$ cat src/rtl/video_in_tracker.sv
// Video input front end: registers the RGB888/DE/sync bus, packs pixels to 12 bits,
// tracks x/y position and measures active geometry. Define TESTPAT_EN to add the tp_en test pattern.
module video_in_tracker #(
  parameter int unsigned CW       = 12,
  parameter bit          SYNC_POL = 1'b0
) (
  input  logic          clk,
  input  logic          rst_n,
  input  logic          de_in,
  input  logic          hs_in,
  input  logic          vs_in,
  input  logic [7:0]    b_in,
  input  logic [7:0]    r_in,
  input  logic [7:0]    g_in,
  input  logic          err_clr,
`ifdef TESTPAT_EN
  input  logic          tp_en,
`endif
  output logic [11:0]   pix_out,
  output logic          pix_valid,
  output logic [CW-1:0] x_out,
  output logic [CW-1:0] y_out,
  output logic          sol,
  output logic          eol,
  output logic          sof,
  output logic          hs_out,
  output logic          vs_out,
  output logic [15:0]   width_meas,
  output logic [15:0]   height_meas,
  output logic          meas_valid,
  output logic          width_err
);

  localparam int unsigned MW = 16;
  localparam int unsigned PW = 12;
  localparam logic [CW-1:0] XMAX = {CW{1'b1}};
  localparam logic [MW-1:0] LMAX = {MW{1'b1}};

  typedef enum logic [1:0] {WAIT_VS, WAIT_DE, ACTIVE, HBLANK} state_t;
  typedef struct packed {
    logic [3:0] b;
    logic [3:0] r;
    logic [3:0] g;
  } pix_t;

  state_t        state, state_n;
  logic          de1, hs1, vs1, vs1_d, de2;
  pix_t          px1;
  logic [MW-1:0] lines, lines_n, ref_w, ref_w_n;
  logic          ref_ok, ref_ok_n;

  logic [PW-1:0] pix_n;
  logic          valid_n, sol_n, eol_n, sof_n, mvalid_n, err_n;
  logic [CW-1:0] x_n, y_n;
  logic [MW-1:0] width_n, height_n, w_c;
  logic          vs_edge_c, de_rise_c, mismatch_c;

  // Nibble truncation drops the low input bits on purpose.
  logic unused_lsbs;
  assign unused_lsbs = ^{b_in[3:0], r_in[3:0], g_in[3:0]};

`ifdef TESTPAT_EN
  logic tp1;
`endif

  // Next-state, coordinate and measurement logic for the pixel currently in S1.
  // de_in is the following pixel, so a falling DE is seen one pixel ahead for eol.
  always_comb begin
    vs_edge_c  = (vs1 == SYNC_POL) && (vs1_d != SYNC_POL);
    de_rise_c  = de1 && !de2;
    state_n    = state;
    x_n        = x_out;
    y_n        = y_out;
    valid_n    = 1'b0;
    sol_n      = 1'b0;
    eol_n      = 1'b0;
    sof_n      = 1'b0;
    mismatch_c = 1'b0;

    if (vs_edge_c) begin
      state_n = WAIT_DE;
    end else begin
      case (state)
        WAIT_VS: state_n = WAIT_VS;
        WAIT_DE: begin
          if (de_rise_c) begin
            valid_n = 1'b1;
            sol_n   = 1'b1;
            sof_n   = 1'b1;
            x_n     = '0;
            y_n     = '0;
            state_n = ACTIVE;
          end
        end
        ACTIVE: begin
          if (de1) begin
            valid_n = 1'b1;
            x_n     = (x_out == XMAX) ? XMAX : x_out + CW'(1);
          end else begin
            state_n = HBLANK;
          end
        end
        HBLANK: begin
          if (de_rise_c) begin
            valid_n = 1'b1;
            sol_n   = 1'b1;
            x_n     = '0;
            y_n     = (y_out == XMAX) ? XMAX : y_out + CW'(1);
            state_n = ACTIVE;
          end
        end
        default: state_n = WAIT_VS;
      endcase
      if (valid_n && !de_in) begin
        eol_n   = 1'b1;
        state_n = HBLANK;
      end
    end

    w_c     = MW'(x_n) + MW'(1);
    width_n = eol_n ? w_c : width_meas;

    lines_n  = lines;
    height_n = height_meas;
    mvalid_n = meas_valid;
    ref_ok_n = ref_ok;
    ref_w_n  = ref_w;
    if (vs_edge_c) begin
      lines_n  = '0;
      ref_ok_n = 1'b0;
      if (lines != '0) begin
        height_n = lines;
        mvalid_n = 1'b1;
      end
    end else if (eol_n) begin
      if (lines != LMAX) lines_n = lines + MW'(1);
      if (!ref_ok) begin
        ref_w_n  = w_c;
        ref_ok_n = 1'b1;
      end else begin
        mismatch_c = (w_c != ref_w);
      end
    end
    err_n = mismatch_c | (width_err & ~err_clr);

    pix_n = valid_n ? PW'(px1) : '0;
`ifdef TESTPAT_EN
    if (valid_n && tp1) pix_n = {x_n[7:4], y_n[7:4], x_n[3:0] ^ y_n[3:0]};
`endif
  end

  // S1 input capture and S2 output registers, both on the falling pixel-clock edge.
  always_ff @(negedge clk or negedge rst_n) begin
    if (!rst_n) begin
      de1         <= 1'b0;
      hs1         <= 1'b0;
      vs1         <= 1'b0;
      vs1_d       <= 1'b0;
      de2         <= 1'b0;
      px1         <= '0;
      state       <= WAIT_VS;
      lines       <= '0;
      ref_w       <= '0;
      ref_ok      <= 1'b0;
      pix_out     <= '0;
      pix_valid   <= 1'b0;
      x_out       <= '0;
      y_out       <= '0;
      sol         <= 1'b0;
      eol         <= 1'b0;
      sof         <= 1'b0;
      hs_out      <= 1'b0;
      vs_out      <= 1'b0;
      width_meas  <= '0;
      height_meas <= '0;
      meas_valid  <= 1'b0;
      width_err   <= 1'b0;
    end else begin
      de1         <= de_in;
      hs1         <= hs_in;
      vs1         <= vs_in;
      vs1_d       <= vs1;
      de2         <= de1;
      px1         <= {b_in[7:4], r_in[7:4], g_in[7:4]};
      state       <= state_n;
      lines       <= lines_n;
      ref_w       <= ref_w_n;
      ref_ok      <= ref_ok_n;
      pix_out     <= pix_n;
      pix_valid   <= valid_n;
      x_out       <= x_n;
      y_out       <= y_n;
      sol         <= sol_n;
      eol         <= eol_n;
      sof         <= sof_n;
      hs_out      <= hs1;
      vs_out      <= vs1;
      width_meas  <= width_n;
      height_meas <= height_n;
      meas_valid  <= mvalid_n;
      width_err   <= err_n;
    end
  end

`ifdef TESTPAT_EN
  always_ff @(negedge clk or negedge rst_n) begin
    if (!rst_n) tp1 <= 1'b0;
    else        tp1 <= tp_en;
  end
`endif

endmodule

$ cat config.mk
export PLATFORM = sky130hd
export DESIGN_NAME = video_in_tracker
export DESIGN_NICKNAME = d
export VERILOG_FILES = /design/src/rtl/video_in_tracker.sv
export SDC_FILE = /design/constraint.sdc
export NUM_CORES = 1
export LEC_CHECK = 0
export ABC_AREA = 1
export ABC_CLOCK_PERIOD_IN_PS = 7400
export CAP_MARGIN = 30
export CORE_ASPECT_RATIO = 1.5
export CORE_MARGIN = 4
export CORE_UTILIZATION = 35
export CTS_CLUSTER_DIAMETER = 120
export DETAILED_ROUTE_END_ITERATION = 7
export HOLD_SLACK_MARGIN = 0.06
export PLACE_DENSITY_LB_ADDON = 0.3
export SLEW_MARGIN = 40
export SYNTH_ARGS = -nofsm -noshare
export SYNTH_HDL_FRONTEND = slang
export SYNTH_SLANG_ARGS = --single-unit
$ cat constraint.sdc
create_clock -name clk -period 7.4 [get_ports clk]
set_clock_uncertainty 0.15 [all_clocks]
set_input_delay 0.74 -clock clk [delete_from_list [all_inputs] [get_ports clk]]
set_output_delay 0.74 -clock clk [all_outputs]
set_load 0.01 [all_outputs]
==> flow_summary_export.csv <==
group,metric,value,unit
status,status,"finished clean",
floorplan,rows,58,
floorplan,core_area,16690,um2
yosys,synthArstFlopShare,100.0,%
sta,worst_slew_pin_slew,0.6344,ns
setup_path,rr_endpoint,"width_err",
yosys,ys_ff_latch,121,
placed_design,post-dp-hpwl,10700,um
placed_design,routabilityCongestion,0.8933,
global_route,first_global_vias,5054,
clock_network,tritoncts,"built",
layout,area_growth,30.14,%
sta,finalHoldViolCount,0,
yosys,synth_cell_types,44,
route,first_pass_iters,5,
yosys,ys_warn_count,0,
route,drt-initial-drc-count,255,
clock_network,numCtsBuffers,17,
yosys,synthSimpleGateAreaFrac,26.80,%
power_and_ir_drop,powerDensity,326.5,nW/um2
job,cap_viol_max_count,0,
layout,diodes,0,
floorplan,boundaryPins,106,
layout,utilization,46.15,%
floorplan,die_y,167.3,um
layout,drive_gt1_share,9.048,%
sta,fin_tns_setup,0,ns
layout,multi_input_area,2432,um2
route,ant_nets,0,
route,wl_per_cell,13.55,um
clock_network,postCtsHoldBufs,0,
yosys,synth_area,5919,um2
global_route,antenna_found_initial,0,
sta,layout_setup_ws,1.081,ns
route,vias_per_cell,4.730,
worst_hold_path,holdPathStages,0,
power_and_ir_drop,total_power,2.515,mW
clock_network,clk_latency,0.39,ns
layout,fillCellCount,1628,
sta,timing.hold.ws,0.1480,ns
layout,layout.cells.non_filler,1061,
global_route,grt_overflow,0,
power_and_ir_drop,peakVddDrop,169.4,uV
yosys,synth_commonest_cells,"197 x nand2_1, 121 x dfrtn_1, 94 x inv_1",
clock_network,htreeDepth,4,
floorplan,start_util,35.46,%
clock_network,cts.clk_slew.worst_paths,0.04,ns
setup_path,ff2ff_setup_slack,3.87,ns
power_and_ir_drop,leakage,3.608,nW
placed_design,post-place-cells,1029,
clock_network,clock-root-buffer,"clkbuf_16",
setup_path,timing.rr.start,"x_out[0]",
yosys,yosysMostFrequentCell,"nand2_1",
sta,rsz0062_at_grt,"no",
clock_network,post_cts_buffers,0,
sta,finalMaxSlewViolations,0,
setup_path,ff2ff_path_depth,19,
yosys,synth-main-ff-cell,"dfrtn_1",
floorplan,dieArea,19100,um2
yosys,synthMuxAreaShare,0,%
yosys,synth_top_family_by_area,"simple AND/OR/NAND/NOR gates",
floorplan,die-width,114.2,um
clock_network,cts_sinks,121,
global_route,grt_max_degree,57,
yosys,synth_fa_ha_area_share,1.057,%
sta,slew_headroom,57.38,%
setup_path,critPathKind,"in2reg",
sta,setup_viol,0,
layout,seqCellArea,3028,um2
placed_design,place_ws,0.7161,ns
yosys,synthTopCellsByArea,"dfrtn_1 51%, nand2_1 12%, inv_1 6.0%, o21ai_0 5.7%, nor2_1 4.0%",
worst_hold_path,hp-class,"reg2reg",
yosys,synth-seq-area-share,51.15,%
yosys,synth.top_cell.area_share,51.15,%
yosys,yosys.area_share.xor_xnor,0.9723,%
setup_path,cp.arrival,2.70,ns
yosys,yosysTopAreaCell,"dfrtn_1",
setup_path,cp.required,3.78,ns
yosys,avgSynthCellArea,7.999,um2
yosys,synth_compound_area_share,11.94,%
layout,fin_area,7704,um2
clock_network,cts_buffer_depth,2,
setup_path,endpoint_kind,"flop",
setup_path,worst_setup_path_start_kind,"input port",
global_route,grt_pass1_wl,24740,um
layout,nNetsFinal,873,
setup_path,cp_max_fo,4,
global_route,track_usage,16.24,%
route,routed_wl,14380,um
route,drc,0,
yosys,synth_cells,740,
placed_design,portBuffers,90,
route,vias,5019,
placed_design,place_area,7053,um2
worst_hold_path,whs_endpoint,"hs_out",
yosys,synth-edff-count,0,
clock_network,cts_resized,0,
worst_hold_path,hold_start,"hs1",
==> placed cells by master (no fill, tap or decap), types with 2 or more instances in the layout <==
| cell | n |
|---|---|
| o21ai_1 | 14 |
| a22o_1 | 2 |
| a21oi_2 | 3 |
| nand3_2 | 2 |
| dfrtn_1 | 121 |
| nor2_4 | 5 |
| inv_1 | 94 |
| o21ai_0 | 67 |
| nor2_2 | 5 |
| nand4_1 | 13 |
| o22ai_1 | 4 |
| inv_2 | 10 |
| conb_1 | 3 |
| bufinv_16 | 4 |
| nand3b_1 | 5 |
| ha_1 | 5 |
| clkbuf_16 | 17 |
| nor3_1 | 10 |
| buf_4 | 3 |
| xnor2_1 | 2 |
| clkinv_4 | 4 |
| inv_6 | 3 |
| nand2_1 | 197 |
| nand3_1 | 46 |
| o211ai_1 | 2 |
| nand2_2 | 8 |
| clkdlybuf4s50_1 | 89 |
| a21oi_1 | 26 |
| nor2_1 | 63 |
| inv_8 | 2 |
| xor2_1 | 2 |
==> worst max path at each step <==
stage | startpoint | endpoint | slack [ns]
after floorplan | de_in | lines[15] | 1.42
after detailed placement | de_in | lines[14] | 0.72
after global placement | de_in | lines[14] | 0.76
after CTS | de_in | lines[14] | 1.11
after global routing | de_in | lines[15] | 0.92
final | de_in | lines[14] | 1.08
==> routing by layer <==
layer  up-vias  track usage [%]  part of all wire, %
met5         -                0                    0
met4         0            7.442                  1.9
met3        17            2.639                  3.0
met2        85            29.02                   55
met1      2339            18.71                   40
li1       2578                -                    -
==> cell type report <==
cell class	instances	share of cell area (%)
multi-input cells	500	31.57
flip-flops and latches	121	39.30
clock inverters	14	2.745
well taps	210	3.411
inverters	105	5.149
repair buffers	93	12.12
clock buffers	18	5.701
==> kinds of logic (layout without fill, tap and decap cells) <==
family / after synthesis / after routing
buffers and inverters: 121 / 230
DFF: 121 / 121
other: 1 / 3
xor gates and xnor gates: 5 / 5
AOI/OAI and AO/OA: 128 / 128
adders and majority gates: 5 / 5
and+or+nand+nor: 359 / 359
==> flip-flops by register name (all words and copies together) (netlist names), 2 cells and up <==
| signal | cells |
|---|---|
| height_meas | 16 |
| lines | 16 |
| pix_out | 12 |
| px1 | 12 |
| ref_w | 13 |
| state | 2 |
| width_meas | 13 |
| x_out | 12 |
| y_out | 12 |
==> power by group <==
group	total, mW	switching [mW]	internal (mW)
logic	0.701	0.389	0.312
clock network	0.912	0.329	0.583
registers	0.902	0.109	0.793
total	2.52	0.827	1.69
==> worst max-delay path, cell delays in order <==
cell and delay, ns:
clkdlybuf4s50_1 0.45, or2_4 0.28, nand2_2 0.07, nand2_2 0.09, nor2_1 0.15, nand2_1 0.10, nor2_1 0.20, nand2_1 0.12
nor2_1 0.13, nand4_1 0.13, o21ai_1 0.17, a21oi_1 0.05
Note: power is estimated with default switching activity, not from simulation.
